$ cat config.mk
export PLATFORM = sky130hd
export DESIGN_NAME = dot_prod_two_cs_gen
export DESIGN_NICKNAME = d
export VERILOG_FILES = /design/src/rtl/dot_prod_pkg.sv /design/src/rtl/csa_4to2.sv /design/src/rtl/dot_prod_two_cs_gen.sv
export SDC_FILE = /design/constraint.sdc
export NUM_CORES = 1
export LEC_CHECK = 0
export CAP_MARGIN = 15
export CELL_PAD_IN_SITES_DETAIL_PLACEMENT = 2
export CELL_PAD_IN_SITES_GLOBAL_PLACEMENT = 2
export CORE_MARGIN = 8
export CORE_UTILIZATION = 33
export CTS_BUF_LIST = sky130_fd_sc_hd__clkbuf_8
export CTS_CLUSTER_DIAMETER = 120
export DETAILED_ROUTE_END_ITERATION = 10
export PLACE_DENSITY = 0.82
export SYNTH_ARGS = -nofsm -noshare
export SYNTH_HDL_FRONTEND = slang
export SYNTH_SLANG_ARGS = --single-unit
$ cat constraint.sdc
create_clock -name clk -period 3.3 [get_ports clk]
set_clock_uncertainty 0.15 [all_clocks]
set_input_delay 0.825 -clock clk [delete_from_list [all_inputs] [get_ports clk]]
set_output_delay 0.825 -clock clk [all_outputs]
set_load 0.02 [all_outputs]
$ cat src/rtl/dot_prod_pkg.sv
// Shared types and helpers for the two-term carry-save dot-product generator.
// Holds the controller state encoding, the default operand width with its
// derived bit-index width, and the gated/shifted partial-product helper.
package dot_prod_pkg;

  typedef enum logic [1:0] {
    IDLE = 2'd0,
    RUN  = 2'd1,
    DONE = 2'd2
  } state_e;

  // Default operand width and the width of a bit index into one operand.
  localparam int DP_BW    = 8;
  localparam int DP_IDX_W = $clog2(DP_BW);

  // Partial products are formed at a fixed generous width and truncated by
  // the caller to 2*BW, which keeps the helper independent of BW.
  localparam int PP_MAX_W = 64;

  // One row of the shift-and-add multiplication: the multiplicand shifted
  // to bit position sh, or zero when the multiplier bit is clear.
  function automatic logic [PP_MAX_W-1:0] gated_pp(
    input logic                sel,
    input logic [PP_MAX_W-1:0] mcand,
    input int unsigned         sh
  );
    return sel ? (mcand << sh) : '0;
  endfunction

endpackage

$ cat src/rtl/csa_4to2.sv
// 4:2 carry-save compressor built from two cascaded 3:2 stages.
// sum_o + carry_o == in0_i + in1_i + in2_i + in3_i (mod 2^W). Each stage's
// carry vector is shifted left one place and its top bit dropped, so
// carry_o[0] is always 0. Purely combinational.
module csa_4to2 #(
  parameter int W = 16
) (
  input  logic [W-1:0] in0_i,
  input  logic [W-1:0] in1_i,
  input  logic [W-1:0] in2_i,
  input  logic [W-1:0] in3_i,
  output logic [W-1:0] sum_o,
  output logic [W-1:0] carry_o
);

  logic [W-1:0] s1;
  logic [W-1:0] s2;
  logic [W-2:0] c1_raw;
  logic [W-2:0] c2_raw;
  logic [W-1:0] c1;

  // Only the lower W-1 majority bits survive the left shift.
  for (genvar gi = 0; gi < W; gi++) begin : g_xor
    assign s1[gi] = in0_i[gi] ^ in1_i[gi] ^ in2_i[gi];
    assign s2[gi] = s1[gi] ^ c1[gi] ^ in3_i[gi];
  end

  for (genvar gi = 0; gi < W - 1; gi++) begin : g_maj
    assign c1_raw[gi] = (in0_i[gi] & in1_i[gi]) | (in0_i[gi] & in2_i[gi]) |
                        (in1_i[gi] & in2_i[gi]);
    assign c2_raw[gi] = (s1[gi] & c1[gi]) | (s1[gi] & in3_i[gi]) |
                        (c1[gi] & in3_i[gi]);
  end

  assign c1      = {c1_raw, 1'b0};
  assign sum_o   = s2;
  assign carry_o = {c2_raw, 1'b0};

endmodule

$ cat src/rtl/dot_prod_two_cs_gen.sv
// Sequential carry-save producer of a*b + c*d (mod 2^(2*BW)).
// One multiplier bit of a and of c is retired per RUN cycle through a 4:2
// compressor; the final carry-propagate add is left to the consumer.
// Optional build macro DOT_PROD_TWO_EARLY_TERM_EN: leave RUN as soon as no
// set bits remain above the current index in a|c (results are identical,
// only latency changes).
module dot_prod_two_cs_gen
  import dot_prod_pkg::*;
#(
  parameter int BW = DP_BW
) (
  input  logic            clk,
  input  logic            rst,
  input  logic            in_valid,
  output logic            in_ready,
  input  logic [BW-1:0]   a,
  input  logic [BW-1:0]   b,
  input  logic [BW-1:0]   c,
  input  logic [BW-1:0]   d,
  output logic            out_valid,
  input  logic            out_ready,
  output logic [2*BW-1:0] comp_0,
  output logic [2*BW-1:0] comp_1
);

  localparam int PW    = 2 * BW;
  localparam int IDX_W = $clog2(BW);

  state_e           state_q;
  logic [BW-1:0]    a_q, b_q, c_q, d_q;
  logic [PW-1:0]    sum_q, carry_q;
  logic [IDX_W-1:0] idx_q;

  logic [PP_MAX_W-1:0] pp_ab_full, pp_cd_full;
  logic [PW-1:0]       pp_ab, pp_cd, sum_d, carry_d;
  logic                last_bit;

  assign pp_ab_full = gated_pp(a_q[idx_q], PP_MAX_W'(b_q), 32'(idx_q));
  assign pp_cd_full = gated_pp(c_q[idx_q], PP_MAX_W'(d_q), 32'(idx_q));
  assign pp_ab      = pp_ab_full[PW-1:0];
  assign pp_cd      = pp_cd_full[PW-1:0];

  // Bits above 2*BW are the modular overflow and are intentionally dropped.
  if (PW < PP_MAX_W) begin : g_pp_trunc
    logic unused_pp_hi;
    assign unused_pp_hi = ^{pp_ab_full[PP_MAX_W-1:PW], pp_cd_full[PP_MAX_W-1:PW]};
  end

  csa_4to2 #(.W(PW)) u_csa (
    .in0_i   (sum_q),
    .in1_i   (carry_q),
    .in2_i   (pp_ab),
    .in3_i   (pp_cd),
    .sum_o   (sum_d),
    .carry_o (carry_d)
  );

`ifdef DOT_PROD_TWO_EARLY_TERM_EN
  // Multiplier bits still to be processed after the current index. A zero
  // pair of multipliers terminates after the first RUN cycle with an all-zero
  // result, giving the minimum latency of one.
  logic [BW-1:0] rem_mult;
  assign rem_mult = (a_q | c_q) >> (32'(idx_q) + 32'd1);
  assign last_bit = (idx_q == IDX_W'(BW - 1)) || (rem_mult == '0);
`else
  assign last_bit = (idx_q == IDX_W'(BW - 1));
`endif

  // Controller and datapath registers: accept, iterate one bit per cycle,
  // then hold the result until the consumer takes it.
  always_ff @(posedge clk) begin
    if (rst) begin
      state_q <= IDLE;
      a_q     <= '0;
      b_q     <= '0;
      c_q     <= '0;
      d_q     <= '0;
      sum_q   <= '0;
      carry_q <= '0;
      idx_q   <= '0;
    end else begin
      case (state_q)
        IDLE: begin
          if (in_valid) begin
            a_q     <= a;
            b_q     <= b;
            c_q     <= c;
            d_q     <= d;
            sum_q   <= '0;
            carry_q <= '0;
            idx_q   <= '0;
            state_q <= RUN;
          end
        end
        RUN: begin
          sum_q   <= sum_d;
          carry_q <= carry_d;
          idx_q   <= idx_q + IDX_W'(1);
          if (last_bit) begin
            state_q <= DONE;
          end
        end
        DONE: begin
          if (out_ready) begin
            state_q <= IDLE;
          end
        end
        default: state_q <= IDLE;
      endcase
    end
  end

  assign in_ready  = (state_q == IDLE) && !rst;
  assign out_valid = (state_q == DONE);
  assign comp_0    = sum_q;
  assign comp_1    = carry_q;

endmodule

Yosys cells after proc, flatten, opt, wreduce, memory -nomap -nowiden
Cells that the tools add are included.
{"block": "classes", "add_sub_neg": 1, "magnitude_cmp": 1, "eq_ne": 6, "shift": 2, "mux": 15, "bitwise": 209, "n_reduce_logical": 7}
{"op": "$and 1x1->1", "count": 88}
{"op": "$pmux 16 s2", "count": 2}
{"op": "$xor 1x1->1", "count": 63}
{"op": "$or 1x1->1", "count": 58}
{"op": "$mux 16", "count": 3}
{"op": "$shl 8x3->16", "count": 2}
{"op": "$bmux 1 s3", "count": 2}
{"op": "$mux 2", "count": 3}
{"op": "$pmux 2 s3", "count": 1}
{"op": "$pmux 3 s2", "count": 1}
{"op": "$lt 3x4->1 const B", "count": 1}
{"op": "$ne 2x2->1 const B", "count": 2}
{"op": "$reduce_and 2->1", "count": 2}
{"op": "$add 3x1->3 const B", "count": 1}
{"op": "$eq 3x3->1 const B", "count": 1}
{"op": "$mux 3", "count": 1}
{"op": "$reduce_and 3->1", "count": 1}
{"op": "$eq 2x1->1 const B", "count": 1}
{"op": "$eq 2x2->1 const B", "count": 1}
{"op": "$logic_not 2->1", "count": 1}
{"op": "$mux 1", "count": 2}
{"op": "$ne 2x1->1 const B", "count": 1}
{"op": "$reduce_bool 2->1", "count": 1}
{"op": "$logic_and 1x1->1", "count": 1}
{"op": "$logic_not 1->1", "count": 1}
{"block": "word_totals", "reg_bits": 69, "input_bits": 36}

Longest topological paths before layout
{"block": "logic_depth", "word_depth": 10, "ltp_mapped": 10}

Hierarchy
From an unflattened synthesis, not the netlist that was laid out.
{"block": "hier_totals", "hier_cells": 518, "hier_area_um2": 4260.3}
{"mod": "dot_prod_two_cs_gen", "instances": 1, "cells_per_inst": 410, "area_per_inst_um2": 3342.0}
{"mod": "csa_4to2", "instances": 1, "cells_per_inst": 108, "area_per_inst_um2": 918.4}

Worst setup path after synthesis
No wires, ideal clock.
{"block": "synth_path", "path_type": "register to register", "startpoint": "register idx_q[0]", "endpoint": "register sum_q[8], in the netlist comp_0[8]", "t_arrival_ns": 2.619, "required_ns": 3.080, "slack_ns": 0.460, "path_stages_with_launch": 9, "n_path_buf": 1, "path_cell_list": "dfxtp_1 buf_6 mux4_1 and3_1 a31o_1 fa_1 fa_1 nand2_1 a21oi_1"}
{"block": "synth_via", "elab_chain_len": 9, "word_cells_on_any_way": 16, "cone_classes": "shift: 2; mux: 7; bitwise: 7"}
{"element": "start, declared", "line": "dot_prod_two_cs_gen.sv:32", "rtl": "logic [IDX_W-1:0] idx_q;"}
{"element": "start signal, assigned", "line": "dot_prod_two_cs_gen.sv:98", "rtl": "idx_q <= idx_q + IDX_W'(1);"}
{"element": "$bmux 1 s3", "line": "dot_prod_two_cs_gen.sv:38", "rtl": "assign pp_ab_full = gated_pp(a_q[idx_q], PP_MAX_W'(b_q), 32'(idx_q));"}
{"element": "$mux 1 (implied by the code)", "line": "dot_prod_two_cs_gen.sv:38"}
{"element": "$mux 16", "line": "dot_prod_pkg.sv:27", "rtl": "return sel ? (mcand << sh) : '0;"}
{"element": "$and 1x1->1", "line": "csa_4to2.sv:29", "rtl": "assign c1_raw[gi] = (in0_i[gi] & in1_i[gi]) | (in0_i[gi] & in2_i[gi]) |"}
{"element": "$or 1x1->1 (2 in series)", "line": "csa_4to2.sv:29"}
{"element": "$xor 1x1->1", "line": "csa_4to2.sv:25", "rtl": "assign s2[gi] = s1[gi] ^ c1[gi] ^ in3_i[gi];"}
{"element": "$xor 1x1->1 *", "line": "csa_4to2.sv:25"}
{"element": "$pmux 16 s2 *", "line": "dot_prod_two_cs_gen.sv:82", "rtl": "case (state_q)"}
{"element": "end signal, assigned", "line": "dot_prod_two_cs_gen.sv:96", "rtl": "sum_q <= sum_d;"}
{"element": "end, declared", "line": "dot_prod_two_cs_gen.sv:31", "rtl": "logic [PW-1:0] sum_q, carry_q;"}
Mark *: on every way between the ends. The rest lies on a longest branch, timed or not. The select of a mux whose other input is x is not followed.
A chain may end at the register's enable or synchronous reset.

Worst setup path in the final report
{"block": "layout_path", "startpoint": "register idx_q[0]", "endpoint": "register sum_q[4], in the netlist comp_0[4]"}
Same word-level chain as after synthesis.

==> flow_summary_export.csv <==
group,metric,value,unit
status,status,"finished, final reports clean",
global_route,grt_max_degree,69,
sta,fin_crit_sh,93.9,%
finish,fill_cells,1329,
sta,max_freq,323,MHz
yosys,synth_cell_type_count,40,
floorplanning,core_area,0.0119,mm²
drt,firstDrtPassIters,4,
global_route,overflow,0,
floorplanning,die_area,0.0159,mm²
drt,wirelength,13.0,mm
place,hpwl,9.91,mm
finish,final_layout_size_suffix_gt1_share,8.20,%
yosys,ys_warn_count,0,
clock_tree,clk_pin_slew,0.07,ns
hold_path,min_path_type,"flop to flop",
clock_tree,numCtsBuffers,9,
floorplanning,rows,40,
finish,n_antenna_cell,0,
worst_setup_path,startpoint_type,"flop",
sta,tns,0,ns
worst_setup_path,cp_slowest_cell,"fa_1",
clock_tree,htree_num_levels,3,
yosys,yosysTopAreaCell,"dfxtp_1",
finish,synthToLayoutAreaGrowth,24.6,%
place,routabilityCongestion,0.851,
pwr,switching_power,0.506,mW
clock_tree,hold_buffers,0,
run,cap_violations,0,
pwr,power_leakage,1.79,nW
floorplanning,floorplan.initialDensity,33.6,%
worst_setup_path,cp_data_arrival_time,3.23,ns
global_route,grtUsageTotal,17.0,%
pwr,clkPwrFrac,38.3,%
pwr,p_comb_share,14.1,%
drt,wl_per_cell,19.7,µm
pwr,seqPwrFrac,47.6,%
yosys,synth-seq-cells,68,
worst_setup_path,crit_path_max_incr_delay,0.55,ns
place,port_buffers,68,
worst_setup_path,end_kind,"flop",
clock_tree,cts-resized-gates,0,
drt,vias_per_cell,5.39,
global_route,antenna_found_initial,0,
finish,fin_nets,577,
yosys,synth_sequential_area_ratio,34.0,%
sta,rsz0062_at_grt,"false",
clock_tree,cts_buffer_depth,2,
clock_tree,cts_tree,"done",
sta,slew_headroom,49.9,%
floorplanning,die-width,126,µm
pwr,intPower,1.34,mW
yosys,synth.top_cell.area_share,34.0,%
global_route,grt_first_pass_wirelength,21.4,mm
sta,hold_viol_final,0,
floorplanning,die_height,126,µm
drt,vias,3552,
finish,register_area,0.00136,mm²
worst_setup_path,cp_max_fo,13,
yosys,syn_inst,452,
clock_tree,cts.sinks,68,
worst_setup_path,crit_type,"flop to flop",
clock_tree,post-cts-setup-buffers,0,
sta,setup_viol,0,
pwr,p_sw_share,27.4,%
yosys,syn_area,0.00401,mm²
finish,utilization,41.9,%
yosys,synth.area.top_cells,"dfxtp_1 34%, fa_1 14%, nand2_1 8.8%",
global_route,grt_pass1_vias,3969,
drt,ant_nets,0,
yosys,syn-num-nets,520,
sta,fin_crit,3.10,ns
yosys,synth_area_per_cell,8.86,µm²
clock_tree,clk_latency,0.36,ns
drt,drtIter0Drc,184,
worst_setup_path,path_cells,"buf_4 -> buf_4 -> nor2_1 -> nand2_1 -> o31ai_1 -> fa_1 -> fa_1 -> nand2_1 -> a21oi_1",
finish,multi_input_area,0.00240,mm²
floorplanning,ioPinCount,70,
pwr,power_density,369,mW/mm²
worst_setup_path,critPathRequiredTime,3.43,ns
pwr,ir_drop,0.000218,V
sta,maxSlewViolCount,0,
clock_tree,clk_root_buffer_cell,"clkbuf_8",
sta,tightestPinTransition,0.752,ns
drt,drc,0,
==> routing by layer <==
| layer | up-vias | track usage (%) | part of all wire, % |
|---|---|---|---|
| li1 | 1658 | - | - |
| met1 | 1798 | 20.8 | 44 |
| met2 | 75 | 28.6 | 50 |
| met3 | 21 | 3.46 | 3.4 |
| met4 | 0 | 7.15 | 2.9 |
| met5 | - | 0 | 0 |
==> through the flow <==
step	total power, mW	area, µm²	std cells	hold WS [ns]	setup WS [ns]
3_3_place_gp	1.14	4800	645	0.293	0.365
4_1_cts	1.86	4990	659	0.307	0.226
5_1_grt	1.93	4990	659	0.322	0.0832
3_5_place_dp	1.16	4800	645	0.298	0.238
6_report	1.84	4990	659	0.305	0.200
2_1_floorplan	1.05	4010	452	0.282	0.460
==> flip-flops by register name (all words and copies together), names as in the netlist <==
| signal | flops |
|---|---|
| comp_0 | 16 |
| comp_1 | 15 |
| a_q | 8 |
| b_q | 8 |
| c_q | 8 |
| d_q | 8 |
| idx_q | 3 |
| state_q | 2 |
==> cells in the mapped netlist <==
cell,count
mux4_2,6
ha_1,4
or3b_2,1
nand3_1,47
o21a_1,1
and2_4,1
xor2_1,1
buf_1,2
nor3_1,3
nand4_1,3
and2_1,2
nor3b_1,3
a31o_1,4
o41ai_1,2
a31oi_1,1
nand2b_1,13
nor2b_1,4
buf_6,1
fa_1,28
mux4_1,7
a211oi_1,1
clkbuf_1,21
and3_1,8
buf_2,4
nor2_1,7
mux2_2,4
inv_1,21
dfxtp_1,68
conb_1,1
o2bb2ai_1,2
a22o_1,2
a21oi_1,64
o41ai_2,1
o21bai_1,1
nand2_1,94
a22oi_1,1
mux2i_1,6
o21ai_0,3
o31ai_1,2
buf_4,7
==> power by group through the flow <==
stage	clock network [mW]	logic (mW)	registers [mW]
after global placement	0	0.250	0.892
final	0.706	0.260	0.876
after floorplan	0	0.165	0.885
after global routing	0.760	0.285	0.881
after CTS	0.725	0.263	0.876
after detailed placement	0	0.261	0.895
==> worst max-delay path, delay by kind of cell, from the launching register on <==
family	cells	cell delay (ns)
AOI/OAI and AO/OA	2	0.67
adders and majority gates	2	1.09
DFF	1	0.33
and+or+nand+nor	3	0.39
buffers and inverters	2	0.38
==> cells in the final DEF (no fill, tap or decap), types with 2 or more instances in the layout <==
cell,synthesis,final
nor2b_1,4,3
o2bb2ai_1,2,2
o41ai_1,2,2
nor3b_1,3,2
fa_1,28,28
mux2_2,4,4
mux2i_1,6,6
a31o_1,4,4
nand2b_1,13,13
inv_1,21,22
nand3_1,47,47
o31ai_1,2,2
and2_1,2,2
buf_4,7,13
a21oi_1,64,64
mux4_2,6,6
and3_1,8,8
a22o_1,2,2
nand2_1,94,94
clkbuf_8,0,11
o21ai_0,3,3
dfxtp_1,68,68
nor2_1,7,7
nor3_1,3,3
clkdlybuf4s50_1,0,67
ha_1,4,4
mux4_1,7,7
nand4_1,3,3
==> path summary, 6_finish.rpt <==
| kind | startpoint | to | slack [ns] | depth (start not counted) |
|---|---|---|---|---|
| worst max-delay path | idx_q[0] | comp_0[4] | 0.20 | 9 |
| worst min register to register | c_q[5] | c_q[5] | 0.30 | 2 |
| worst max register to register | idx_q[0] | comp_0[4] | 0.20 | 9 |
| worst min-delay path | c_q[5] | c_q[5] | 0.30 | 2 |
==> final cells by class <==
class,instances,share of cell area (%)
clock buffers,11,3.03
multi-input cells,328,48.1
well taps,147,3.69
clock inverters,3,0.777
flip-flops and latches,68,27.3
repair buffers,81,15.5
inverters,21,1.58
==> logic make-up (layout without fill, tap and decap cells) <==
group	after synthesis	after routing	share of synthesized area (%)
and+or+nand+nor	186	186	21.4
AOI/OAI and AO/OA	85	85	12.2
DFF	68	68	34.0
buffers and inverters	56	116	6.22
adders and majority gates	32	32	15.2
muxes	23	23	10.6
other	1	1	0.0936
xor gates and xnor gates	1	1	0.219
(Power assumes the default switching activity.)
